===== src/rtl/bs_mac_pe_if.sv =====
`default_nettype none
// ============================================================================
// Module   : bs_mac_pe_if
// Brief    : Control, operand and serial partial-sum signals of one bs_mac_pe.
// Revision : 1.0
// ============================================================================
interface bs_mac_pe_if #(
    parameter int W_WIDTH = 8
);
    logic               w_load;
    logic               w_in;
    logic [W_WIDTH-1:0] shared_w;
    logic               act_valid;
    logic               act_bit;
    logic               act_last;
    logic               clear_acc;
    logic               drain;
    logic               sum_in;
    logic               sum_out;
    logic               sum_out_valid;
    logic               done;
    logic               busy;
    logic               ovf;

    modport master (
        output w_load, w_in, shared_w, act_valid, act_bit, act_last,
               clear_acc, drain, sum_in,
        input  sum_out, sum_out_valid, done, busy, ovf
    );

    modport slave (
        input  w_load, w_in, shared_w, act_valid, act_bit, act_last,
               clear_acc, drain, sum_in,
        output sum_out, sum_out_valid, done, busy, ovf
    );
endinterface
`default_nettype wire


===== src/rtl/bs_mac_pe.sv =====
`default_nettype none
// ============================================================================
// Module   : bs_mac_pe
// Brief    : Bit-serial signed MAC processing element with chained serial drain.
// Revision : 1.0
// ============================================================================
module bs_mac_pe #(
    parameter int                   W_WIDTH          = 8,
    parameter int                   A_WIDTH          = 8,
    parameter int                   ACC_WIDTH        = 24,
    parameter int                   SIGNED_A         = 1,
    parameter int                   SHARED_W         = 0,
    parameter logic [W_WIDTH-1:0]   WEIGHT_RESET_VAL = W_WIDTH'(8'h23)
) (
    input  wire logic       clk,
    input  wire logic       reset_n,
    bs_mac_pe_if.slave      bus
);
    localparam int K_W = (A_WIDTH > 1) ? $clog2(A_WIDTH) : 1;
    localparam int D_W = (ACC_WIDTH > 1) ? $clog2(ACC_WIDTH) : 1;
    localparam logic [K_W-1:0] c_K_MAX = K_W'(A_WIDTH - 1);
    localparam logic [D_W-1:0] c_D_MAX = D_W'(ACC_WIDTH - 1);

    typedef enum logic [1:0] {
        S_IDLE  = 2'd0,
        S_MAC   = 2'd1,
        S_DRAIN = 2'd2
    } state_t;

    state_t                 r_state;
    state_t                 w_state_nxt;
    logic [W_WIDTH-1:0]     r_weight;
    logic [ACC_WIDTH-1:0]   r_acc;
    logic [K_W-1:0]         r_k;
    logic [D_W-1:0]         r_dcnt;
    logic                   r_carry;
    logic                   r_sum_out;
    logic                   r_sum_out_valid;
    logic                   r_done;
    logic                   r_busy;
    logic                   r_ovf;

    logic [W_WIDTH-1:0]     w_weight;
    logic [ACC_WIDTH-1:0]   w_w_ext;
    logic [ACC_WIDTH-1:0]   w_w_shift;
    logic [ACC_WIDTH-1:0]   w_sum;
    logic [ACC_WIDTH-1:0]   w_diff;
    logic                   w_is_msb;
    logic                   w_mac_en;
    logic                   w_do_sub;
    logic                   w_do_add;
    logic                   w_add_ovf;
    logic                   w_sub_ovf;
    logic                   w_drain_go;
    logic                   w_drain_last;
    logic                   w_load_ok;

    assign w_weight  = (SHARED_W != 0) ? bus.shared_w : r_weight;
    assign w_w_ext   = {{(ACC_WIDTH-W_WIDTH){w_weight[W_WIDTH-1]}}, w_weight};
    assign w_w_shift = w_w_ext << r_k;
    assign w_sum     = r_acc + w_w_shift;
    assign w_diff    = r_acc - w_w_shift;

    // Operand MSB is either flagged explicitly or implied by the maximum width.
    assign w_is_msb  = bus.act_last || (r_k == c_K_MAX);
    assign w_mac_en  = bus.act_valid && (r_state != S_DRAIN);
    assign w_do_sub  = w_is_msb && (SIGNED_A != 0) && bus.act_bit;
    assign w_do_add  = bus.act_bit && !w_do_sub;

    assign w_add_ovf = (r_acc[ACC_WIDTH-1] == w_w_shift[ACC_WIDTH-1]) &&
                       (w_sum[ACC_WIDTH-1] != r_acc[ACC_WIDTH-1]);
    assign w_sub_ovf = (r_acc[ACC_WIDTH-1] != w_w_shift[ACC_WIDTH-1]) &&
                       (w_diff[ACC_WIDTH-1] != r_acc[ACC_WIDTH-1]);

    assign w_drain_go   = (r_state == S_IDLE) && bus.drain && !bus.act_valid;
    assign w_drain_last = (r_state == S_DRAIN) && (r_dcnt == c_D_MAX);
    assign w_load_ok    = (SHARED_W == 0) && bus.w_load &&
                          (r_state == S_IDLE) && !bus.act_valid;

    always_comb begin
        w_state_nxt = r_state;
        case (r_state)
            S_IDLE: begin
                if (bus.act_valid) begin
                    if (!w_is_msb) w_state_nxt = S_MAC;
                end else if (bus.drain) begin
                    w_state_nxt = S_DRAIN;
                end
            end
            S_MAC: begin
                if (bus.act_valid && w_is_msb) w_state_nxt = S_IDLE;
            end
            S_DRAIN: begin
                if (w_drain_last) w_state_nxt = S_IDLE;
            end
            default: w_state_nxt = S_IDLE;
        endcase
        if (bus.clear_acc) w_state_nxt = S_IDLE;
    end

    always_ff @(posedge clk) begin
        if (!reset_n) r_state <= S_IDLE;
        else          r_state <= w_state_nxt;
    end

    always_ff @(posedge clk) begin
        if (!reset_n)       r_weight <= WEIGHT_RESET_VAL;
        else if (w_load_ok) r_weight <= {bus.w_in, r_weight[W_WIDTH-1:1]};
    end

    always_ff @(posedge clk) begin
        if (!reset_n) begin
            r_acc           <= '0;
            r_k             <= '0;
            r_dcnt          <= '0;
            r_carry         <= 1'b0;
            r_sum_out       <= 1'b0;
            r_sum_out_valid <= 1'b0;
            r_done          <= 1'b0;
            r_busy          <= 1'b0;
            r_ovf           <= 1'b0;
        end else begin
            r_sum_out_valid <= 1'b0;
            r_done          <= 1'b0;
            r_busy          <= (w_state_nxt != S_IDLE);
            if (bus.clear_acc) begin
                r_acc     <= '0;
                r_k       <= '0;
                r_dcnt    <= '0;
                r_carry   <= 1'b0;
                r_ovf     <= 1'b0;
                r_sum_out <= 1'b0;
            end else begin
                if (w_mac_en) begin
                    if (w_do_sub) begin
                        r_acc <= w_diff;
                        r_ovf <= r_ovf | w_sub_ovf;
                    end else if (w_do_add) begin
                        r_acc <= w_sum;
                        r_ovf <= r_ovf | w_add_ovf;
                    end
                    r_k <= w_is_msb ? '0 : r_k + K_W'(1);
                end
                if (w_drain_go) begin
                    r_carry <= 1'b0;
                    r_dcnt  <= '0;
                end
                // Accumulator shifts right while draining, so bit 0 is always the next bit out.
                if (r_state == S_DRAIN) begin
                    r_sum_out       <= r_acc[0] ^ bus.sum_in ^ r_carry;
                    r_carry         <= (r_acc[0] & bus.sum_in) | (r_acc[0] & r_carry) |
                                       (bus.sum_in & r_carry);
                    r_sum_out_valid <= 1'b1;
                    r_acc           <= r_acc >> 1;
                    r_dcnt          <= r_dcnt + D_W'(1);
                    if (w_drain_last) begin
                        r_done <= 1'b1;
                        r_acc  <= '0;
                        r_ovf  <= 1'b0;
                        r_dcnt <= '0;
                    end
                end
            end
        end
    end

    assign bus.sum_out       = r_sum_out;
    assign bus.sum_out_valid = r_sum_out_valid;
    assign bus.done          = r_done;
    assign bus.busy          = r_busy;
    assign bus.ovf           = r_ovf;
endmodule
`default_nettype wire


===== src/flat_wrapper.sv =====
// flat-port wrapper written by rule: the top's interface ports become plain ports
module bs_mac_pe_flat 
#(
    parameter int                   W_WIDTH          = 8,
    parameter int                   A_WIDTH          = 8,
    parameter int                   ACC_WIDTH        = 24,
    parameter int                   SIGNED_A         = 1,
    parameter int                   SHARED_W         = 0,
    parameter logic [W_WIDTH-1:0]   WEIGHT_RESET_VAL = W_WIDTH'(8'h23)
)
  (clk, reset_n, bus_w_load, bus_w_in, bus_shared_w, bus_act_valid, bus_act_bit, bus_act_last, bus_clear_acc, bus_drain, bus_sum_in, bus_sum_out, bus_sum_out_valid, bus_done, bus_busy, bus_ovf);
  bs_mac_pe_if #(.W_WIDTH(W_WIDTH)) bus_i ();
  input  wire logic clk;
  input  wire logic reset_n;
  input wire logic [$bits(bus_i.w_load)-1:0] bus_w_load;
  input wire logic [$bits(bus_i.w_in)-1:0] bus_w_in;
  input wire logic [$bits(bus_i.shared_w)-1:0] bus_shared_w;
  input wire logic [$bits(bus_i.act_valid)-1:0] bus_act_valid;
  input wire logic [$bits(bus_i.act_bit)-1:0] bus_act_bit;
  input wire logic [$bits(bus_i.act_last)-1:0] bus_act_last;
  input wire logic [$bits(bus_i.clear_acc)-1:0] bus_clear_acc;
  input wire logic [$bits(bus_i.drain)-1:0] bus_drain;
  input wire logic [$bits(bus_i.sum_in)-1:0] bus_sum_in;
  output wire logic [$bits(bus_i.sum_out)-1:0] bus_sum_out;
  output wire logic [$bits(bus_i.sum_out_valid)-1:0] bus_sum_out_valid;
  output wire logic [$bits(bus_i.done)-1:0] bus_done;
  output wire logic [$bits(bus_i.busy)-1:0] bus_busy;
  output wire logic [$bits(bus_i.ovf)-1:0] bus_ovf;
  assign bus_i.w_load = bus_w_load;
  assign bus_i.w_in = bus_w_in;
  assign bus_i.shared_w = bus_shared_w;
  assign bus_i.act_valid = bus_act_valid;
  assign bus_i.act_bit = bus_act_bit;
  assign bus_i.act_last = bus_act_last;
  assign bus_i.clear_acc = bus_clear_acc;
  assign bus_i.drain = bus_drain;
  assign bus_i.sum_in = bus_sum_in;
  assign bus_sum_out = bus_i.sum_out;
  assign bus_sum_out_valid = bus_i.sum_out_valid;
  assign bus_done = bus_i.done;
  assign bus_busy = bus_i.busy;
  assign bus_ovf = bus_i.ovf;
  bs_mac_pe #(.W_WIDTH(W_WIDTH), .A_WIDTH(A_WIDTH), .ACC_WIDTH(ACC_WIDTH), .SIGNED_A(SIGNED_A), .SHARED_W(SHARED_W), .WEIGHT_RESET_VAL(WEIGHT_RESET_VAL)) u_core (.clk(clk), .reset_n(reset_n), .bus(bus_i));
endmodule

===== config.mk =====
export PLATFORM = sky130hd
export DESIGN_NAME = bs_mac_pe_flat
export DESIGN_NICKNAME = d
export VERILOG_FILES = /design/src/rtl/bs_mac_pe_if.sv /design/src/rtl/bs_mac_pe.sv /design/src/flat_wrapper.sv
export SDC_FILE = /design/constraint.sdc
export NUM_CORES = 1
export LEC_CHECK = 0
export BUFFER_PORTS_ARGS = -buffer_cell sky130_fd_sc_hd__buf_2
export CAP_MARGIN = 0
export CORE_MARGIN = 2
export CORE_UTILIZATION = 56
export CTS_BUF_LIST = sky130_fd_sc_hd__clkbuf_4 sky130_fd_sc_hd__clkbuf_8
export DETAILED_ROUTE_END_ITERATION = 10
export GPL_ROUTABILITY_DRIVEN = 0
export GPL_TIMING_DRIVEN = 0
export PLACE_DENSITY = 0.74
export RECOVER_POWER = 50
export SYNTH_ARGS = -nofsm -noshare
export SYNTH_HDL_FRONTEND = slang
export SYNTH_SLANG_ARGS = --single-unit

===== constraint.sdc =====
create_clock -name clk -period 8.5 [get_ports clk]
set_clock_uncertainty 0.1 [all_clocks]
set_input_delay 1.7 -clock clk [delete_from_list [all_inputs] [get_ports clk]]
set_output_delay 1.7 -clock clk [all_outputs]
set_load 0.01 [all_outputs]

# Word-level counts from Yosys, hierarchy flattened
# Cells that the tools add are included.
# W data, S select, Z words.
[op_classes]
addsub = 4
n_mul = 0
div_mod_pow = 0
n_lt_le_gt_ge = 0
n_eq_ne = 9
shifts = 1
muxes = 25
n_bitwise = 11
reduce_logical = 22
[op_table]
columns = ["op", "n"]
rows = [
  ["$mux W24", 4],
  ["$add A24 B24 Y24", 1],
  ["$shl A24 B3 Y24", 1],
  ["$sub A24 B24 Y24", 1],
  ["$mux W23", 1],
  ["$mux W5", 3],
  ["$mux W2", 6],
  ["$logic_and A1 B1 Y1", 11],
  ["$mux W1", 9],
  ["$pmux W2 S3", 1],
  ["$reduce_bool A2 Y1", 3],
  ["$add A5 B1 Y5 const B", 1],
  ["$eq A5 B5 Y1 const B", 1],
  ["$or A1 B1 Y1", 4],
  ["$add A3 B1 Y3 const B", 1],
  ["$and A1 B1 Y1", 3],
  ["$eq A3 B3 Y1 const B", 1],
  ["$mux W3", 1],
  ["$ne A1 B1 Y1", 3],
  ["$reduce_bool A3 Y1", 1],
  ["$reduce_or A3 Y1", 1],
  ["$eq A2 B1 Y1 const B", 1],
  ["$eq A2 B2 Y1 const B", 1],
  ["$logic_not A1 Y1", 2],
  ["8 further kinds", 10],
]
[totals]
ff_bits = 48
latch_bits = 0
mem_bits_rw = 0
romBits = 0
in_bits = 18
output_inout_bits = 5
elab_cells = 83
mem_count = 0

# Longest topological paths before layout
# Gate-level depths: netlist (run 1).
[depth]
word_depth = 10
mapped_depth = 17
depth_no_buf = 16

# Worst setup path after synthesis (run 1)
# Ideal clock, no wire load.
[synth_path]
kind = "reg2reg"
startpoint = "register u_core.r_k[1]"
endpoint = "register u_core.r_acc[23]"
setup_ns = 0.070
arrival_time_ns = 3.418
required_time_ns = 8.330
setup_slack_ns = 4.912
stages_incl_launch_ff = 15
synth_period_minus_slack_ns = 3.588
path_cell_list = "dfxtp_1 > clkbuf_1 > mux2_2 > o21ai_0 > o22a_1 > ha_1 > or3b_4 > a31oi_4 > o31ai_2 > and4_4 > a22o_4 > o41ai_4 > nor4_1 > or3_1 > a21boi_1"
[synth_between]
elab_chain_len = 7
[synth_rtl]
columns = ["element", "line", "rtl"]
rows = [
  ["start, declared", "bs_mac_pe.sv:34", "logic [K_W-1:0] r_k;"],
  ["start signal, assigned", "bs_mac_pe.sv:142", "r_k <= w_is_msb ? '0 : r_k + K_W'(1);"],
  ["branches (longest 7 deep; another with $add A24 B24 Y24)", "n/a", ""],
  ["end signal, assigned", "bs_mac_pe.sv:136", "r_acc <= w_diff;"],
  ["end signal, assigned", "bs_mac_pe.sv:139", "r_acc <= w_sum;"],
  ["end signal, assigned", "bs_mac_pe.sv:154", "r_acc <= r_acc >> 1;"],
  ["end, declared", "bs_mac_pe.sv:33", "logic [ACC_WIDTH-1:0] r_acc;"],
]
# Parallel ways; which one is timed is not known. The select of a mux whose other input is x is not followed.
# A chain may end at the register's enable or synchronous reset.

# Final worst setup path (run 1)
[layout_path]
startpoint = "register u_core.r_k[1]"
endpoint = "register u_core.r_acc[20]"
# The elaborated chain is that of the path after synthesis.

==> out/results.tsv, run 1 <==
stage	metric	value	unit
logic_synthesis	yosysMostFrequentCell	nor2_1	
critical_path	path_max_fanout	9	
global_route	overflow	0	
layout	seq_area	961	um2
logic_synthesis	ys_types	72	
die	num_rows	34	
global_route	grtUsageTotal	29.2	%
routing	wl	14100	um
sta	setup_viol_count_final	0	
clock_network	numCtsBuffers	5	
logic_synthesis	synth_top_area_cell	dfxtp_1	
worst_hold_path	worstHoldPathType	reg2reg	
critical_path	reg2reg_from	u_core.r_k[1]	
sta	worstMarginPinSlew	1.25	ns
flow_run	maxCapViolations	0	
logic_synthesis	synth_nets	733	
sta	finalSetupTns	0	ns
sta	fmax	230	MHz
logic_synthesis	synth_common_cells	nor2_1 (70), a21oi_1 (65), nand2_1 (54)	
die	die_w	97.6	um
logic_synthesis	postSynthAreaPerCell	7.44	um2
routing	vias	5007	
routing	via_per_inst	6.35	
clock_network	cts_tree	done	
critical_path	crit_type	reg2reg	
critical_path	crit_start	u_core.r_k[1]	
critical_path	slowest_stage	or3_1	
layout	syn_to_final_growth	5.48	%
clock_network	clock_path_buffers	2	
clock_network	ctsHoldBuffers	0	
logic_synthesis	synth_area_leaders	dfxtp_1 (20%), ha_1 (13%), a21oi_1 (6.6%), nor2_1 (5.4%), nand2_1 (4.1%)	
pwr	leakage	2.22	nW
pwr	ir_drop	0.000132	V
clock_network	postCtsSetupBuffers	0	
routing	antenna_left	0	
layout	drive_gt1_share	6.62	%
sta	rsz0062_at_grt	false	
clock_network	ctsHtreeMaxLevel	2	
clock_network	clk_latency	0.32	ns
layout	nNetsFinal	752	
clock_network	cts_resized	0	
logic_synthesis	synth_edf_count	0	
critical_path	crit_path_end_kind	flop	
die	fp.dieH	97.6	um
pwr	power_density	114	nW/um2
place	numPortBuffers	12	
critical_path	crit_path_start_kind	flop	
layout	multi_input_area	3600	um2
critical_path	crit_top_cell	nor2_1	
critical_path	cp_num_buf_inv	2	
logic_synthesis	ys_seq_area_share	19.6	%
routing	detail_route.wl_per_cell	17.9	um
routing	drt_iter0_markers	455	
routing	first_pass_iters	6	
sta	finalHoldViolCount	0	
layout	antennaDiodeCount	0	
die	start_util	57.1	%
global_route	grt_pass1_wl	23200	um
sta	period_share	51.1	%
logic_synthesis	yosysTopAreaCellShare	19.6	%
sta	worst_slack	4.15	ns
critical_path	crit_family	compound AO/OA/AOI/OAI gates	
logic_synthesis	syn_inst	660	
critical_path	crit_required	8.58	ns
die	floorplan.die_area	9530	um2
sta	maxSlewViolCount	0	
worst_hold_path	worstHoldStart	u_core.r_weight[3]	
routing	drc	0	
sta	relSlewSlack	15.2	%
global_route	grt_max_degree	18	
die	core_area	8590	um2
critical_path	crit_path_max_incr_delay	0.42	ns
critical_path	critical_path_arrival	4.42	ns
logic_synthesis	synth-async-reset-ratio	0	%
die	io_pins	23	
sta	fin_crit	4.35	ns
global_route	grt_pass1_vias	4843	
critical_path	path_cells	clkbuf_1 -> mux2_2 -> o21ai_0 -> nor2_1 -> nor2_1 -> ha_1 -> clkbuf_2 -> or3_1 -> a211oi_2 -> o211ai_2 -> a211oi_1 -> o31ai_1 -> a221oi_2 -> xor2_1 -> o22ai_1	
clock_network	cts_root_buf	clkbuf_8	
outcome	status	finished, final reports clean	
logic_synthesis	synth_area	4910	um2
logic_synthesis	ys_seq_elements	48	
place	dp.final_hpwl	10900	um
place	dpl_worst_slack	4.28	ns
logic_synthesis	yosysWarnings	0	
global_route	antenna_found_initial	0	
logic_synthesis	ys.flop_type	dfxtp_1	
clock_network	path_clk_slew	0.09	ns
layout	fillers	807	
clock_network	cts_sinks	48	
cell usage in the layout, fill, tap and decap left out, types with 7 or more instances in the layout:
cell type	n
inv_1	42
xnor2_1	19
buf_2	10
o22ai_1	7
nor2b_1	10
mux2i_1	7
nor4_1	7
nand3_1	9
a211oi_1	16
a21oi_1	65
o21bai_1	8
clkbuf_1	36
o31ai_1	10
nand2_1	54
nand4_1	8
dfxtp_1	48
ha_1	52
a21o_1	12
nor2_1	70
a221oi_1	10
a22oi_1	9
nor3_1	23
o21ai_0	40
report_power, final:
group          leakage [nW]  internal [mW]  switching (mW)
combinational          1.78         0.0755           0.129
clock                0.0479         0.0576          0.0843
sequential            0.390          0.232         0.00969
sequential cells by signal, summed over array words and instances (netlist names):
name / count
u_core.bus.done: 1
u_core.r_state: 2
u_core.r_acc: 24
u_core.bus.sum_out_valid: 1
u_core.r_k: 3
u_core.bus.sum_out: 1
u_core.bus.ovf: 1
u_core.r_carry: 1
u_core.r_weight: 8
u_core.r_dcnt: 5
u_core.bus.busy: 1
cell families after synthesis:
logic type      count (synthesis)  synth area share (%)
xor+xnor                       24                  4.28
mux                            11                  2.35
buf+inv                        82                  7.06
simple gates                  216                  21.3
fa+ha+maj                      55                  14.5
flops                          48                  19.6
compound gates                224                  30.9
path summary, 6_finish.rpt:
kind / endpoint / depth (start not counted) / slack, ns
setup / recovery: u_core.r_acc[20] / 15 / 4.15
hold / removal: u_core.r_weight[2] / 2 / 0.40
setup reg to reg: u_core.r_acc[20] / 15 / 4.15
hold reg to reg: u_core.r_weight[2] / 2 / 0.40
worst reg2reg max path: cells and delay by family, from the launching register on:
kind	cells	cell delay [ns]
flops	1	0.34
fa+ha+maj	1	0.27
simple gates	3	0.70
xor+xnor	1	0.27
buf+inv	2	0.50
compound gates	7	1.65
mux	1	0.40
routing by layer:
metal | vias up | global-route usage (%) | routed length (um)
li1 | 2423 | - | -
met1 | 2364 | 38.2 | 6270
met2 | 188 | 48.5 | 6440
met3 | 32 | 5.54 | 1020
met4 | 0 | 9.72 | 342
met5 | - | 0 | 0
through the flow:
stage | hold WS, ns | util, % | std cells | instance area (um2) | total power, mW
floorplan | 0.354 | - | 660 | 4910 | 0.396
global placement | 0.369 | 59.4 | 780 | 5100 | 0.441
detailed placement | 0.392 | 59.4 | 780 | 5100 | 0.445
CTS | 0.405 | 60.4 | 788 | 5190 | 0.582
global route | 0.433 | 60.3 | 788 | 5180 | 0.615
finish | 0.398 | 60.3 | 788 | 5180 | 0.588
area by class of cell:
class                   instances  area share, %
multi-input cells             530           69.6
inverters                      42           3.04
repair buffers                 12           1.04
plain buffers                  40           3.50
flip-flops and latches         48           18.6
clock buffers                   5           1.33
well taps                     108           2.61
clock inverters                 3          0.362
Power figures use the tool's default switching activity.
==> run 2: changes to the inputs <==
==> constraint.sdc (replaced) <==
create_clock -name clk -period 4.2 [get_ports clk]
set_clock_uncertainty 0.1 [all_clocks]
set_input_delay 0.84 -clock clk [delete_from_list [all_inputs] [get_ports clk]]
set_output_delay 0.84 -clock clk [all_outputs]
set_load 0.01 [all_outputs]
==> out/results.tsv, run 2 (synthesis gave the netlist of run 1 again) <==
stage	metric	value	unit
layout	nNetsFinal	751	
routing	vias	5014	
layout	top_register	u_core.r_acc	
global_route	grt_max_degree	18	
pwr	leakage	2.22	nW
pwr	ir_drop	0.000264	V
routing	via_per_inst	6.37	
sta	fmax	247	MHz
clock_network	ctsHtreeMaxLevel	2	
global_route	grtUsageTotal	29.2	%
clock_network	path_clk_slew	0.09	ns
sta	relSlewSlack	15.1	%
die	die_w	97.6	um
layout	fin_util	60.6	%
die	start_util	57.1	%
layout	final_common_cell	nor2_1	
sta	fin_crit	4.05	ns
routing	antenna_left	0	
layout	syn_to_final_growth	6.02	%
sta	maxSlewViolCount	0	
place	placed_area	5100	um2
worst_hold_path	hold_path_depth	2	
critical_path	worstRegToRegCells	16	
sta	worstMarginPinSlew	1.26	ns
clock_network	cts_sinks	48	
die	io_pins	23	
die	floorplan.die_area	9530	um2
routing	wl	14000	um
layout	top_regs	u_core.r_acc: 24 flops, u_core.r_weight: 8 flops, u_core.r_dcnt: 5 flops	
critical_path	crit_path_end_kind	flop	
layout	fin_area	5200	um2
clock_network	clk_latency	0.31	ns
routing	drc	0	
layout	fillers	807	
layout	drive_gt1_share	7.81	%
layout	layout_common_cells	nor2_1 (70), a21oi_1 (65), nand2_1 (54)	
layout	antennaDiodeCount	0	
die	fp.dieH	97.6	um
worst_hold_path	worstHoldPathType	reg2reg	
sta	finalSetupTns	0	ns
critical_path	critical_path_arrival	4.12	ns
pwr	power_density	228	nW/um2
global_route	overflow	0	
routing	first_pass_iters	6	
outcome	status	finished, final reports clean	
place	numPortBuffers	12	
global_route	grt_pass1_vias	4841	
sta	setup_viol_count_final	0	
critical_path	crit_path_start_kind	flop	
critical_path	path_max_fanout	10	
global_route	grt_pass1_wl	23200	um
routing	drt_iter0_markers	452	
critical_path	crit_type	reg2reg	
clock_network	numCtsBuffers	5	
place	dp.final_hpwl	10900	um
clock_network	cts_tree	done	
clock_network	clock_path_buffers	2	
sta	finalHoldViolCount	0	
clock_network	cts_root_buf	clkbuf_8	
sta	worst_slack	0.153	ns
flow_run	maxCapViolations	0	
sta	rsz0062_at_grt	true	
place	dpl_worst_slack	-0.0214	ns
layout	largest_reg_flops	24	
critical_path	crit_required	4.27	ns
global_route	antenna_found_initial	0	
routing	detail_route.wl_per_cell	17.8	um
sta	period_share	96.4	%
die	core_area	8590	um2
die	num_rows	34	
[run 2: changes by cell type in the layout (fill, tap and decap cells not counted), sizes merged]
cell / delta
buf: +1
clkbuf: -2
[run 2: layer usage]
layer | track usage, % | up-vias | wire length, um
met2 | 48.5 | 237 | 6500
met3 | 5.54 | 28 | 1160
met4 | 9.72 | 0 | 305
li1 | - | 2425 | -
met1 | 38.2 | 2324 | 6080
met5 | 0 | - | 0
[run 2: layout make-up]
type	count	area, um2	area share [%]
tap	108	135	2.60
timing repair buffer	12	53.8	1.03
buffer	39	179	3.44
sequential	48	963	18.5
clock inverter	3	18.8	0.361
multi-input combinational	530	3630	69.7
inverter	42	158	3.03
clock buffer	5	68.8	1.32
[run 2: timing repair]
item,4_1_cts,5_1_grt
pin swaps,0,0
hold buffers,0,0
setup buffers,0,0
resized for setup,0,9
setup endpoints to repair,3,9
[run 2: worst paths after layout]
path / from / endpoint / slack (ns)
min reg2reg: u_core.r_weight[3] / u_core.r_weight[2] / 0.40
max: u_core.r_k[0] / u_core.r_acc[20] / 0.15
max reg2reg: u_core.r_k[0] / u_core.r_acc[20] / 0.15
min: u_core.r_weight[3] / u_core.r_weight[2] / 0.40
[run 2: power by group]
| part | switching (mW) | internal (mW) | total, mW |
|---|---|---|---|
| Combinational | 0.263 | 0.154 | 0.417 |
| Sequential | 0.0193 | 0.470 | 0.489 |
| Clock | 0.167 | 0.116 | 0.283 |
[run 2: worst max-delay path, cell delays in order (launching register included)]
cell      delay [ns]
dfxtp_1         0.35
clkbuf_1        0.28
clkbuf_2        0.28
nand2_1         0.08
o21ai_0         0.14
nor2_1          0.07
nor2_1          0.21
ha_1            0.27
clkbuf_2        0.18
or3_1           0.42
a211oi_2        0.24
o211ai_2        0.20
a211oi_2        0.31
o31ai_1         0.14
a221oi_2        0.27
xor2_1          0.27
o22ai_1         0.11
[run 2: through the flow]
| stage | std cells | power, mW | hold WS, ns |
|---|---|---|---|
| final | 787 | 1.19 | 0.398 |
| after global routing | 787 | 1.25 | 0.433 |
| after CTS | 787 | 1.18 | 0.405 |
| after detailed placement | 780 | 0.900 | 0.392 |
| after global placement | 780 | 0.892 | 0.369 |
| after floorplan | 660 | 0.801 | 0.354 |
